[config.mk]
export PLATFORM = sky130hd
export DESIGN_NAME = des_decrypt_core_flat
export DESIGN_NICKNAME = d
export VERILOG_FILES = /design/src/rtl/des_pkg.sv /design/src/rtl/des_decrypt_core_if.sv /design/src/rtl/des_f_function.sv /design/src/rtl/des_decrypt_core.sv /design/src/flat_wrapper.sv
export SDC_FILE = /design/constraint.sdc
export NUM_CORES = 1
export LEC_CHECK = 0
export ABC_CLOCK_PERIOD_IN_PS = 2150
export BUFFER_PORTS_ARGS = -buffer_cell sky130_fd_sc_hd__buf_2
export CAP_MARGIN = 20
export CORE_MARGIN = 4
export CORE_UTILIZATION = 40
export CTS_BUF_LIST = sky130_fd_sc_hd__clkbuf_4
export DETAILED_ROUTE_END_ITERATION = 12
export GPL_ROUTABILITY_DRIVEN = 1
export PLACE_DENSITY = 0.93
export SLEW_MARGIN = 25
export SYNTH_ARGS = -nofsm -noshare
export SYNTH_HDL_FRONTEND = slang
export SYNTH_SLANG_ARGS = --single-unit
[constraint.sdc]
create_clock -name clk -period 2.15 [get_ports clk]
set_input_delay 0.215 -clock clk [delete_from_list [all_inputs] [get_ports clk]]
set_output_delay 0.215 -clock clk [all_outputs]
set_load 0.05 [all_outputs]
[src/rtl/des_pkg.sv]
// des_pkg: DES permutation tables, key shift schedules, FSM state enum and widths.
// Permutation helpers take/return vectors with DES bit 1 in the MSB.
package des_pkg;

    localparam int BLOCK_W    = 64;
    localparam int HALF_W     = 32;
    localparam int KEY_HALF_W = 28;
    localparam int SUBKEY_W   = 48;

    typedef enum logic [1:0] {
        IDLE  = 2'd0,
        ROUND = 2'd1,
        DONE  = 2'd2
    } state_t;

    localparam int IP_T [64] = '{
        58, 50, 42, 34, 26, 18, 10, 2, 60, 52, 44, 36, 28, 20, 12, 4,
        62, 54, 46, 38, 30, 22, 14, 6, 64, 56, 48, 40, 32, 24, 16, 8,
        57, 49, 41, 33, 25, 17, 9, 1, 59, 51, 43, 35, 27, 19, 11, 3,
        61, 53, 45, 37, 29, 21, 13, 5, 63, 55, 47, 39, 31, 23, 15, 7
    };

    localparam int FP_T [64] = '{
        40, 8, 48, 16, 56, 24, 64, 32, 39, 7, 47, 15, 55, 23, 63, 31,
        38, 6, 46, 14, 54, 22, 62, 30, 37, 5, 45, 13, 53, 21, 61, 29,
        36, 4, 44, 12, 52, 20, 60, 28, 35, 3, 43, 11, 51, 19, 59, 27,
        34, 2, 42, 10, 50, 18, 58, 26, 33, 1, 41, 9, 49, 17, 57, 25
    };

    localparam int E_T [48] = '{
        32, 1, 2, 3, 4, 5, 4, 5, 6, 7, 8, 9,
        8, 9, 10, 11, 12, 13, 12, 13, 14, 15, 16, 17,
        16, 17, 18, 19, 20, 21, 20, 21, 22, 23, 24, 25,
        24, 25, 26, 27, 28, 29, 28, 29, 30, 31, 32, 1
    };

    localparam int P_T [32] = '{
        16, 7, 20, 21, 29, 12, 28, 17, 1, 15, 23, 26, 5, 18, 31, 10,
        2, 8, 24, 14, 32, 27, 3, 9, 19, 13, 30, 6, 22, 11, 4, 25
    };

    localparam int PC1_T [56] = '{
        57, 49, 41, 33, 25, 17, 9, 1, 58, 50, 42, 34, 26, 18,
        10, 2, 59, 51, 43, 35, 27, 19, 11, 3, 60, 52, 44, 36,
        63, 55, 47, 39, 31, 23, 15, 7, 62, 54, 46, 38, 30, 22,
        14, 6, 61, 53, 45, 37, 29, 21, 13, 5, 28, 20, 12, 4
    };

    localparam int PC2_T [48] = '{
        14, 17, 11, 24, 1, 5, 3, 28, 15, 6, 21, 10,
        23, 19, 12, 4, 26, 8, 16, 7, 27, 20, 13, 2,
        41, 52, 31, 37, 47, 55, 30, 40, 51, 45, 33, 48,
        44, 49, 39, 56, 34, 53, 46, 42, 50, 36, 29, 32
    };

    // Decrypt walks the encrypt schedule backwards: round 1 uses the
    // unrotated halves (total left shift of 28), then rotates right.
    localparam logic [1:0] DEC_SHIFT [16] = '{
        2'd0, 2'd1, 2'd2, 2'd2, 2'd2, 2'd2, 2'd2, 2'd2,
        2'd1, 2'd2, 2'd2, 2'd2, 2'd2, 2'd2, 2'd2, 2'd1
    };

    localparam logic [1:0] ENC_SHIFT [16] = '{
        2'd1, 2'd1, 2'd2, 2'd2, 2'd2, 2'd2, 2'd2, 2'd2,
        2'd1, 2'd2, 2'd2, 2'd2, 2'd2, 2'd2, 2'd2, 2'd1
    };

    function automatic logic [63:0] init_perm(input logic [63:0] x);
        logic [63:0] y;
        for (int i = 0; i < 64; i++)
            y[6'(63 - i)] = x[6'(64 - IP_T[i])];
        return y;
    endfunction

    function automatic logic [63:0] final_perm(input logic [63:0] x);
        logic [63:0] y;
        for (int i = 0; i < 64; i++)
            y[6'(63 - i)] = x[6'(64 - FP_T[i])];
        return y;
    endfunction

    function automatic logic [47:0] expand(input logic [31:0] x);
        logic [47:0] y;
        for (int i = 0; i < 48; i++)
            y[6'(47 - i)] = x[5'(32 - E_T[i])];
        return y;
    endfunction

    function automatic logic [31:0] perm_p(input logic [31:0] x);
        logic [31:0] y;
        for (int i = 0; i < 32; i++)
            y[5'(31 - i)] = x[5'(32 - P_T[i])];
        return y;
    endfunction

    // Parity bits (8,16,...,64) are simply never selected.
    function automatic logic [55:0] perm_pc1(input logic [63:0] x);
        logic [55:0] y;
        for (int i = 0; i < 56; i++)
            y[6'(55 - i)] = x[6'(64 - PC1_T[i])];
        return y;
    endfunction

    function automatic logic [47:0] perm_pc2(input logic [55:0] x);
        logic [47:0] y;
        for (int i = 0; i < 48; i++)
            y[6'(47 - i)] = x[6'(56 - PC2_T[i])];
        return y;
    endfunction

    function automatic logic [27:0] rot28(input logic [27:0] x,
                                          input logic [1:0]  n,
                                          input logic        left);
        case (n)
            2'd1:    return left ? {x[26:0], x[27]} : {x[0], x[27:1]};
            2'd2:    return left ? {x[25:0], x[27:26]} : {x[1:0], x[27:2]};
            default: return x;
        endcase
    endfunction

endpackage

[src/rtl/des_decrypt_core_if.sv]
// des_decrypt_core_if: block-in / block-out valid-ready bundle plus busy.
// master = producer/consumer side, slave = core. DES_ENCRYPT_EN adds mode.
interface des_decrypt_core_if;
    import des_pkg::*;

    logic               in_valid;
    logic               in_ready;
    logic [BLOCK_W-1:0] cipher_in;
    logic [BLOCK_W-1:0] key_in;
    logic               out_valid;
    logic               out_ready;
    logic [BLOCK_W-1:0] plaintext_out;
    logic               busy;

`ifdef DES_ENCRYPT_EN
    logic               mode;

    modport master (
        output in_valid, cipher_in, key_in, mode, out_ready,
        input  in_ready, out_valid, plaintext_out, busy
    );
    modport slave (
        input  in_valid, cipher_in, key_in, mode, out_ready,
        output in_ready, out_valid, plaintext_out, busy
    );
`else
    modport master (
        output in_valid, cipher_in, key_in, out_ready,
        input  in_ready, out_valid, plaintext_out, busy
    );
    modport slave (
        input  in_valid, cipher_in, key_in, out_ready,
        output in_ready, out_valid, plaintext_out, busy
    );
`endif

endinterface

[src/rtl/des_f_function.sv]
// des_f_function: combinational DES round function f = P(S(E(r) ^ k)).
// Ports: r (32-bit right half), k (48-bit subkey), f (32-bit result).
module des_f_function
    import des_pkg::*;
(
    input  logic [HALF_W-1:0]   r,
    input  logic [SUBKEY_W-1:0] k,
    output logic [HALF_W-1:0]   f
);

    // Entry index is {row, col} = {b1, b6, b2..b5} of each 6-bit group.
    localparam logic [3:0] SBOX [8][64] = '{
        '{4'd14,4'd4,4'd13,4'd1,4'd2,4'd15,4'd11,4'd8,4'd3,4'd10,4'd6,4'd12,4'd5,4'd9,4'd0,4'd7,
          4'd0,4'd15,4'd7,4'd4,4'd14,4'd2,4'd13,4'd1,4'd10,4'd6,4'd12,4'd11,4'd9,4'd5,4'd3,4'd8,
          4'd4,4'd1,4'd14,4'd8,4'd13,4'd6,4'd2,4'd11,4'd15,4'd12,4'd9,4'd7,4'd3,4'd10,4'd5,4'd0,
          4'd15,4'd12,4'd8,4'd2,4'd4,4'd9,4'd1,4'd7,4'd5,4'd11,4'd3,4'd14,4'd10,4'd0,4'd6,4'd13},
        '{4'd15,4'd1,4'd8,4'd14,4'd6,4'd11,4'd3,4'd4,4'd9,4'd7,4'd2,4'd13,4'd12,4'd0,4'd5,4'd10,
          4'd3,4'd13,4'd4,4'd7,4'd15,4'd2,4'd8,4'd14,4'd12,4'd0,4'd1,4'd10,4'd6,4'd9,4'd11,4'd5,
          4'd0,4'd14,4'd7,4'd11,4'd10,4'd4,4'd13,4'd1,4'd5,4'd8,4'd12,4'd6,4'd9,4'd3,4'd2,4'd15,
          4'd13,4'd8,4'd10,4'd1,4'd3,4'd15,4'd4,4'd2,4'd11,4'd6,4'd7,4'd12,4'd0,4'd5,4'd14,4'd9},
        '{4'd10,4'd0,4'd9,4'd14,4'd6,4'd3,4'd15,4'd5,4'd1,4'd13,4'd12,4'd7,4'd11,4'd4,4'd2,4'd8,
          4'd13,4'd7,4'd0,4'd9,4'd3,4'd4,4'd6,4'd10,4'd2,4'd8,4'd5,4'd14,4'd12,4'd11,4'd15,4'd1,
          4'd13,4'd6,4'd4,4'd9,4'd8,4'd15,4'd3,4'd0,4'd11,4'd1,4'd2,4'd12,4'd5,4'd10,4'd14,4'd7,
          4'd1,4'd10,4'd13,4'd0,4'd6,4'd9,4'd8,4'd7,4'd4,4'd15,4'd14,4'd3,4'd11,4'd5,4'd2,4'd12},
        '{4'd7,4'd13,4'd14,4'd3,4'd0,4'd6,4'd9,4'd10,4'd1,4'd2,4'd8,4'd5,4'd11,4'd12,4'd4,4'd15,
          4'd13,4'd8,4'd11,4'd5,4'd6,4'd15,4'd0,4'd3,4'd4,4'd7,4'd2,4'd12,4'd1,4'd10,4'd14,4'd9,
          4'd10,4'd6,4'd9,4'd0,4'd12,4'd11,4'd7,4'd13,4'd15,4'd1,4'd3,4'd14,4'd5,4'd2,4'd8,4'd4,
          4'd3,4'd15,4'd0,4'd6,4'd10,4'd1,4'd13,4'd8,4'd9,4'd4,4'd5,4'd11,4'd12,4'd7,4'd2,4'd14},
        '{4'd2,4'd12,4'd4,4'd1,4'd7,4'd10,4'd11,4'd6,4'd8,4'd5,4'd3,4'd15,4'd13,4'd0,4'd14,4'd9,
          4'd14,4'd11,4'd2,4'd12,4'd4,4'd7,4'd13,4'd1,4'd5,4'd0,4'd15,4'd10,4'd3,4'd9,4'd8,4'd6,
          4'd4,4'd2,4'd1,4'd11,4'd10,4'd13,4'd7,4'd8,4'd15,4'd9,4'd12,4'd5,4'd6,4'd3,4'd0,4'd14,
          4'd11,4'd8,4'd12,4'd7,4'd1,4'd14,4'd2,4'd13,4'd6,4'd15,4'd0,4'd9,4'd10,4'd4,4'd5,4'd3},
        '{4'd12,4'd1,4'd10,4'd15,4'd9,4'd2,4'd6,4'd8,4'd0,4'd13,4'd3,4'd4,4'd14,4'd7,4'd5,4'd11,
          4'd10,4'd15,4'd4,4'd2,4'd7,4'd12,4'd9,4'd5,4'd6,4'd1,4'd13,4'd14,4'd0,4'd11,4'd3,4'd8,
          4'd9,4'd14,4'd15,4'd5,4'd2,4'd8,4'd12,4'd3,4'd7,4'd0,4'd4,4'd10,4'd1,4'd13,4'd11,4'd6,
          4'd4,4'd3,4'd2,4'd12,4'd9,4'd5,4'd15,4'd10,4'd11,4'd14,4'd1,4'd7,4'd6,4'd0,4'd8,4'd13},
        '{4'd4,4'd11,4'd2,4'd14,4'd15,4'd0,4'd8,4'd13,4'd3,4'd12,4'd9,4'd7,4'd5,4'd10,4'd6,4'd1,
          4'd13,4'd0,4'd11,4'd7,4'd4,4'd9,4'd1,4'd10,4'd14,4'd3,4'd5,4'd12,4'd2,4'd15,4'd8,4'd6,
          4'd1,4'd4,4'd11,4'd13,4'd12,4'd3,4'd7,4'd14,4'd10,4'd15,4'd6,4'd8,4'd0,4'd5,4'd9,4'd2,
          4'd6,4'd11,4'd13,4'd8,4'd1,4'd4,4'd10,4'd7,4'd9,4'd5,4'd0,4'd15,4'd14,4'd2,4'd3,4'd12},
        '{4'd13,4'd2,4'd8,4'd4,4'd6,4'd15,4'd11,4'd1,4'd10,4'd9,4'd3,4'd14,4'd5,4'd0,4'd12,4'd7,
          4'd1,4'd15,4'd13,4'd8,4'd10,4'd3,4'd7,4'd4,4'd12,4'd5,4'd6,4'd11,4'd0,4'd14,4'd9,4'd2,
          4'd7,4'd11,4'd4,4'd1,4'd9,4'd12,4'd14,4'd2,4'd0,4'd6,4'd10,4'd13,4'd15,4'd3,4'd5,4'd8,
          4'd2,4'd1,4'd14,4'd7,4'd4,4'd10,4'd8,4'd13,4'd15,4'd12,4'd9,4'd0,4'd3,4'd5,4'd6,4'd11}
    };

    logic [SUBKEY_W-1:0] x;
    logic [HALF_W-1:0]   s;
    logic [5:0]          grp;

    always_comb begin
        x   = expand(r) ^ k;
        s   = '0;
        grp = '0;
        for (int i = 0; i < 8; i++) begin
            grp = x[6'(47 - 6 * i) -: 6];
            s[5'(31 - 4 * i) -: 4] = SBOX[3'(i)][{grp[5], grp[0], grp[4:1]}];
        end
        f = perm_p(s);
    end

endmodule

[src/rtl/des_decrypt_core.sv]
// des_decrypt_core: iterative DES, one Feistel round per clock, result 17 cycles after accept.
// Ports: clk, rst (async, active high), bus (slave modport of des_decrypt_core_if).
// Build option DES_ENCRYPT_EN: adds bus.mode (1 = encrypt), latched with the block.
module des_decrypt_core
    import des_pkg::*;
(
    input logic               clk,
    input logic               rst,
    des_decrypt_core_if.slave bus
);

    state_t                state_q, state_d;
    logic [HALF_W-1:0]     l_q, r_q;
    logic [KEY_HALF_W-1:0] c_q, d_q;
    logic [KEY_HALF_W-1:0] c_rot, d_rot;
    logic [3:0]            cnt_q;
    logic [BLOCK_W-1:0]    pt_q;
    logic                  out_valid_q;
    logic [SUBKEY_W-1:0]   subkey;
    logic [HALF_W-1:0]     f_out;
    logic [1:0]            shift;
    logic                  enc;
    logic                  in_ready;
    logic                  busy;

`ifdef DES_ENCRYPT_EN
    logic mode_q;

    always_ff @(posedge clk or posedge rst) begin
        if (rst)
            mode_q <= 1'b0;
        else if (state_q == IDLE && bus.in_valid)
            mode_q <= bus.mode;
    end

    assign enc = mode_q;
`else
    assign enc = 1'b0;
`endif

    // The rotated halves feed this round's subkey and are written back,
    // so the schedule advances without a separate key-update cycle.
    assign shift  = enc ? ENC_SHIFT[cnt_q] : DEC_SHIFT[cnt_q];
    assign c_rot  = rot28(c_q, shift, enc);
    assign d_rot  = rot28(d_q, shift, enc);
    assign subkey = perm_pc2({c_rot, d_rot});

    des_f_function u_f (
        .r (r_q),
        .k (subkey),
        .f (f_out)
    );

    always_ff @(posedge clk or posedge rst) begin
        if (rst)
            state_q <= IDLE;
        else
            state_q <= state_d;
    end

    always_comb begin
        state_d  = state_q;
        in_ready = 1'b0;
        busy     = 1'b0;
        unique case (state_q)
            IDLE: begin
                in_ready = 1'b1;
                if (bus.in_valid)
                    state_d = ROUND;
            end
            ROUND: begin
                busy = 1'b1;
                if (cnt_q == 4'd15)
                    state_d = DONE;
            end
            DONE: begin
                if (out_valid_q && bus.out_ready)
                    state_d = IDLE;
            end
            default: state_d = IDLE;
        endcase
    end

    always_ff @(posedge clk or posedge rst) begin
        if (rst) begin
            l_q         <= '0;
            r_q         <= '0;
            c_q         <= '0;
            d_q         <= '0;
            cnt_q       <= '0;
            pt_q        <= '0;
            out_valid_q <= 1'b0;
        end else begin
            unique case (state_q)
                IDLE: begin
                    if (bus.in_valid) begin
                        {l_q, r_q} <= init_perm(bus.cipher_in);
                        {c_q, d_q} <= perm_pc1(bus.key_in);
                        cnt_q      <= '0;
                    end
                end
                ROUND: begin
                    l_q   <= r_q;
                    r_q   <= l_q ^ f_out;
                    c_q   <= c_rot;
                    d_q   <= d_rot;
                    // wraps 15 -> 0 on the same edge that enters DONE
                    cnt_q <= cnt_q + 4'd1;
                end
                DONE: begin
                    // first DONE cycle registers the swapped, FP'd halves
                    if (!out_valid_q) begin
                        pt_q        <= final_perm({r_q, l_q});
                        out_valid_q <= 1'b1;
                    end else if (bus.out_ready) begin
                        out_valid_q <= 1'b0;
                    end
                end
                default: ;
            endcase
        end
    end

    assign bus.in_ready      = in_ready;
    assign bus.busy          = busy;
    assign bus.out_valid     = out_valid_q;
    assign bus.plaintext_out = pt_q;

endmodule

[src/flat_wrapper.sv]
// flat-port wrapper written by rule: the top's interface ports become plain ports
module des_decrypt_core_flat import des_pkg::*;
  (clk, rst, bus_in_valid, bus_cipher_in, bus_key_in, bus_out_ready, bus_in_ready, bus_out_valid, bus_plaintext_out, bus_busy);
  des_decrypt_core_if bus_i ();
  input logic clk;
  input logic rst;
  input wire logic [$bits(bus_i.in_valid)-1:0] bus_in_valid;
  input wire logic [$bits(bus_i.cipher_in)-1:0] bus_cipher_in;
  input wire logic [$bits(bus_i.key_in)-1:0] bus_key_in;
  input wire logic [$bits(bus_i.out_ready)-1:0] bus_out_ready;
  output wire logic [$bits(bus_i.in_ready)-1:0] bus_in_ready;
  output wire logic [$bits(bus_i.out_valid)-1:0] bus_out_valid;
  output wire logic [$bits(bus_i.plaintext_out)-1:0] bus_plaintext_out;
  output wire logic [$bits(bus_i.busy)-1:0] bus_busy;
  assign bus_i.in_valid = bus_in_valid;
  assign bus_i.cipher_in = bus_cipher_in;
  assign bus_i.key_in = bus_key_in;
  assign bus_i.out_ready = bus_out_ready;
  assign bus_in_ready = bus_i.in_ready;
  assign bus_out_valid = bus_i.out_valid;
  assign bus_plaintext_out = bus_i.plaintext_out;
  assign bus_busy = bus_i.busy;
  des_decrypt_core u_core (.clk(clk), .rst(rst), .bus(bus_i));
endmodule
* Yosys cells after proc, flatten, opt, wreduce, memory -nomap -nowiden
Memories as Yosys holds them, arrays and structs flattened. Cells that the tools add are included.
Storage, ports and cells: input bits 132, word-level logic and storage cells 69, output and inout bits 67, memories kept 5, register bits 115, memory bits (read-only) 1056
Operators by class: reduce and logical (&&, ||, !) cells 7, equal/unequal tests 9, bitwise gates (word level) 8, multiplexer cells 26, order comparisons 5, $add $sub $neg 1
Memories:
- (no name shown) | words 64, bits a word 4, rd ports 1, clocked after memory_dff 0, wr ports 0, line des_f_function.sv:57 | s[5'(31 - 4 * i) -: 4] = SBOX[3'(i)][{grp[5], grp[0], grp[4:1]}];
- (no name shown) | words 64, bits a word 4, rd ports 1, clocked after memory_dff 0, wr ports 0, line des_f_function.sv:57
- (no name shown) | words 64, bits a word 4, rd ports 1, clocked after memory_dff 0, wr ports 0, line des_f_function.sv:57
- (no name shown) | words 64, bits a word 4, rd ports 1, clocked after memory_dff 0, wr ports 0, line des_f_function.sv:57
- (no name shown) | words 16, bits a word 2, rd ports 1, clocked after memory_dff 0, wr ports 0, line des_decrypt_core.sv:43 | assign shift = enc ? ENC_SHIFT[cnt_q] : DEC_SHIFT[cnt_q];
Operator list (number):
- 28-bit one-hot mux with 2 select lines | 2
- 32-bit 2-to-1 mux | 2
- 32-bit one-hot mux with 2 select lines | 1
- 32-bit bitwise XOR | 1
- 7-bit >= comparator (second input constant) | 4
- 28-bit 2-to-1 mux | 1
- 6-bit inverter with 7-bit output | 4
- 24-bit bitwise XOR | 1
- 2-bit 2-to-1 mux | 7
- 3-bit 2-to-1 mux | 4
- 4-bit 2-to-1 mux | 3
- 4-bit one-hot mux with 2 select lines | 1
- 2-bit one-hot mux with 3 select lines | 1
- 3-bit AND reduction | 2
- 5-bit >= comparator (second input constant) | 1
- 4-bit inverter with 5-bit output | 1
- 4-bit by 1-bit adder with 4-bit output (second input constant) | 1
- 2-bit by 1-bit equality test with 1-bit output (second input constant) | 2
- 2-bit equality test (second input constant) | 2
- 4-bit equality test (second input constant) | 1
- 1-bit 2-to-1 mux | 4
- 2-bit by 1-bit != test with 1-bit output (second input constant) | 2
- 2-bit AND reduction | 2
- 3-bit != test (second input constant) | 1
- 5 further kinds | 5

* Longest topological paths before layout
depth after elaboration 13, gate-level depth with buffers 4, mapped depth without buffers 4

* By module
From an unflattened synthesis, not the netlist that was laid out.
Unflattened totals: cells, all modules 659, area total of the unflattened synthesis 7278.2 µm²
Modules (own cells, without submodules):
- des_decrypt_core | area an instance 7034.2 µm², cells each 626, sequential area each 3578.4 µm², times used 1
- des_f_function | area an instance 244.0 µm², cells each 33, sequential area each 0.0 µm², times used 1

* Least setup slack after synthesis
No wires, ideal clock.
path type flip-flop to flip-flop, start point reg u_core.out_valid_q (netlist: u_core.bus.out_valid), end point reg u_core.pt_q[11] (netlist: u_core.bus.plaintext_out[11]), stages on the path, launching flop included 4, arrival time 1335 ps, buffers on the path 1, required time 2025 ps, library setup time 125 ps, setup slack 691 ps, period minus slack after synthesis 1459 ps, path through dfrtp_1 > nor2_4 > buf_6 > mux2_2
On the way: longest elaborated chain between the ends 2
RTL lines:
- start: declaration | line des_decrypt_core.sv:18 | logic out_valid_q;
- start signal: assignment | line des_decrypt_core.sv:92 | out_valid_q <= 1'b0;
- start signal: assignment | line des_decrypt_core.sv:114 | out_valid_q <= 1'b1;
- start signal: assignment | line des_decrypt_core.sv:116 | out_valid_q <= 1'b0;
- 1-bit inverter (no line)
- 2-bit AND reduction (no line)
- end signal: assignment | line des_decrypt_core.sv:113 | pt_q <= final_perm({r_q, l_q});
- end: declaration | line des_decrypt_core.sv:17 | logic [BLOCK_W-1:0] pt_q;
Every way passes these cells. A chain may end at the register's enable or synchronous reset.

* Worst setup path in the final report
start point reg u_core.state_q[1], end point out bus_busy
On the way: longest elaborated chain between the ends 2
RTL lines:
- start: declaration | line des_decrypt_core.sv:12 | state_t state_q, state_d;
- start signal: assignment | line des_decrypt_core.sv:58 | state_q <= state_d;
- 2-bit by 1-bit equality test with 1-bit output | line des_decrypt_core.sv:65 | unique case (state_q)
- 1-bit 2-to-1 mux | line des_decrypt_core.sv:65
- end: declaration | line flat_wrapper.sv:14 | output wire logic [$bits(bus_i.busy)-1:0] bus_busy;
Every way passes these cells.

==> metrics.md <==
| Metric | Value |
|---|---|
| Synth Area in Adders | `0.005086` |
| FILL cells | `about 570` |
| Most frequent cells in the layout | `dfrtp_1, conb_1, buf_2` |
| Hold WS | `roughly 0.040 ns` |
| Area fraction of the dominant cell type after synthesis | `0.5595` |
| Number of distinct library cells after synthesis | `21` |
| F_max | `between 500 and 600 MHz` |
| LEAKAGE | `1.448 nW` |
| Final Cycle Share | `0.7917` |
| Post-Synth Simple-Gate Area | `0.03255` |
| Sw Share | `0.3918` |
| Complex-gate fraction of the synthesized area | `0.07731` |
| Via Count | `1356` |
| Comb power frac | `0.319` |
| Post-layout util | `0.4403` |
| Pwr/cell area | `992.5 mW/mm2` |
| H-Tree Depth | `2` |
| Number of DRC markers in iteration 0 | `31` |
| CTS Hold Bufs | `1` |
| Post-CTS Resized | `0` |
| Yosys top cell by area | `dfrtp_1` |
| Via density per instance | `between 4 and 5` |
| Cell Count Post-Placement | `roughly 290` |
| Worst Skew | `about 0.017 ns` |
| Rel. slew slack | `0.6433` |
| Post-layout net count | `between 300 and 400` |
| Setup violations, final | `0` |
| RSZ-0062 raised after global routing | `false` |
| Die Ht | `approximately 86 um` |
| Ranking of synthesized cells by area | `dfrtp_1, buf_4, mux2_2` |
| Drt pass-1 iters | `4` |
| Synth Register Bits | `55` |
| Crit-path slowest cell | `dfrtp_1` |
| CTS sink count | `55` |
| GRT Overall Usage | `0.1124` |
| Net Sw Power | `about 1 mW` |
| Worst Max-Slew Pin Slew | `around 0.53 ns` |
| Reg2Reg Launch Point | `u_core.state_q[0]` |
| Initial antenna violation count | `0` |
| Clk pin slew, worst setup/hold paths | `between 0.15 and 0.2 ns` |
| Initial core utilization | `0.4130` |
| Req. time, crit path | `between 1.5 and 2 ns` |
| Die area | `0.007468 mm2` |
| Clk pwr share | `0.176` |
| VDD IR max | `approximately 0.70 mV` |
| Setup bufs post-CTS | `0` |
| Internal power | `~1.6 mW` |
| Antenna Diode Count | `0` |
| Cells after synthesis | `between 150 and 200` |
| Post-Synth XOR/XNOR Area | `0` |
| Worst Setup SP | `u_core.state_q[1]` |
| Synthesized area | `approximately 0.0025 mm2` |
| Root Driver | `clkbuf_4` |
| Top Ports | `slightly below 200` |
| Layout cell share with drive strength beyond 1 | `0.3833` |
| Post-route ant nets | `0` |
| Setup TNS | `0 ns` |
| Worst Hold Class | `in2reg` |
| CP startpoint kind | `flip-flop` |
| Register area share after synthesis | `0.5595` |
| Hold Path Origin | `bus_cipher_in[11]` |
| CP peak stage delay | `0.48 ns` |
| # rows | `28` |
| Worst-path cell chain | `nand2b_1 -> inv_1 -> buf_2` |
| Total grt overflow | `0` |
| Max Cap Viol | `0` |
| Clock Latency Late Sink | `approximately 0.37 ns` |
| CTS tree | `yes` |
| Largest family of logic cells by synthesized area | `buffers and inverters` |
| WL final | `~4000 um` |
| CP Class | `reg2out` |
| Ys Warns | `0` |
| Crit Path Max Fanout | `6` |
| Max Slew Vio Count | `0` |
| Area grow syn2layout | `6.613%` |
| Mux contribution to synthesized area | `0.1546` |
| Non-filler instance count after layout | `roughly 300` |
| Status | `finished clean` |
| Syn_area_per_cell | `roughly 14 um2` |
| Final hold vios | `0` |
| Port Buffer Count | `38` |
| Sequential share of power | `0.505` |
| WP data arrival | `between 1 and 1.5 ns` |
| Number of remaining DRC errors | `0` |
| Placement Setup Slack | `between 0.5 and 0.6 ns` |
| First-pass GRT wire length | `6658 um` |
| Largest net degree at the start of global routing | `36` |
| Worst setup margin | `0.4477 ns` |
| Commonest non-fill, non-tap cell in the layout | `dfrtp_1` |
| Min Tclk post-route | `~1.7 ns` |
| Drt wl/cell | `13.32 um` |
| Total CTS buffers | `5` |
| Vias in the first global route | `1413` |
| Largest delay share family, worst path | `flip-flops` |
| DP HPWL | `approximately 2900 um` |
| Max clock buf depth | `2` |
| Core area | `between 0.005 and 0.006 mm2` |
| CP Capture Type | `primary output` |
| Worst Path Buf+Inv | `2` |
| GP Congestion | `between 0.7 and 0.8` |
| Die width | `around 86 um` |
[sequential cells by signal, summed over array words and instances, names as in the netlist]
signal,count
u_core.bus.out_valid,1
u_core.bus.plaintext_out,16
u_core.cnt_q,4
u_core.state_q,2
u_core.l_q,16
u_core.r_q,16
[final timing paths]
| kind | endpoint | slack, ns | depth (start not counted) |
|---|---|---|---|
| worst max-delay path | bus_busy | 0.45 | 3 |
| worst min-delay path | u_core.r_q[14] | 0.04 | 2 |
| worst max register to register | u_core.bus.plaintext_out[25] | 0.56 | 3 |
| worst min register to register | u_core.cnt_q[3] | 0.49 | 1 |
| max in group asynchronous | u_core.cnt_q[1] | 1.20 | 4 |
| min in group asynchronous | u_core.bus.plaintext_out[29] | 0.34 | 3 |
[metal layers]
layer / track usage / vias up / routed length (um) / share of wire
met5: 0 / - / 0 / 0
met4: 0.02125 / 0 / 13 / 0.0032
met3: 0.03992 / 2 / 409 / 0.10
met2: 0.1857 / 65 / 1867 / 0.46
met1: 0.1439 / 675 / 1733 / 0.43
li1: - / 614 / - / -
[cell usage after synthesis]
library cell,number
dfrtp_1,55
ha_1,1
nor2_4,1
nand3_1,1
o21ai_0,2
mux2_2,32
buf_6,2
nand2_1,4
nand2b_1,2
mux2i_1,2
buf_4,51
nand4_1,1
a21oi_1,1
inv_1,3
conb_1,1
nor2_1,1
nor3b_2,1
a21o_1,2
a22o_1,17
o21bai_2,1
nand2b_4,1
[metrics by stage]
step                power [mW]  instance area, um2
global route             2.753                2623
detailed placement       2.169                2552
global placement         2.139                2552
finish                   2.603                2623
floorplan                2.082                2636
CTS                      2.638                2623
[layout make-up]
class,instances,area (um2),share of cell area
sequential,55,1376,0.5248
multi-input combinational,118,850.8,0.3244
timing repair buffer,43,230.2,0.08779
tap,75,93.84,0.03578
clock buffer,5,37.54,0.01431
clock inverter,3,22.52,0.008588
inverter,3,11.26,0.004294
[power by group through the flow]
stage | sequential (mW) | clock, mW | combinational [mW]
floorplan | 1.40 | 0 | 0.686
global placement | 1.32 | 0 | 0.814
detailed placement | 1.34 | 0 | 0.833
CTS | 1.32 | 0.483 | 0.839
global route | 1.34 | 0.520 | 0.896
finish | 1.31 | 0.457 | 0.831
[cells by family (layout without fill, tap and decap cells)]
logic type                 count (synthesis)  after routing
AOI/OAI and AO/OA                         23             23
adders and majority gates                  1              1
buffers and inverters                     56             54
DFF                                       55             55
muxes                                     34             34
other                                      1             48
and+or+nand+nor                           12             12
(Power assumes the default switching activity.)
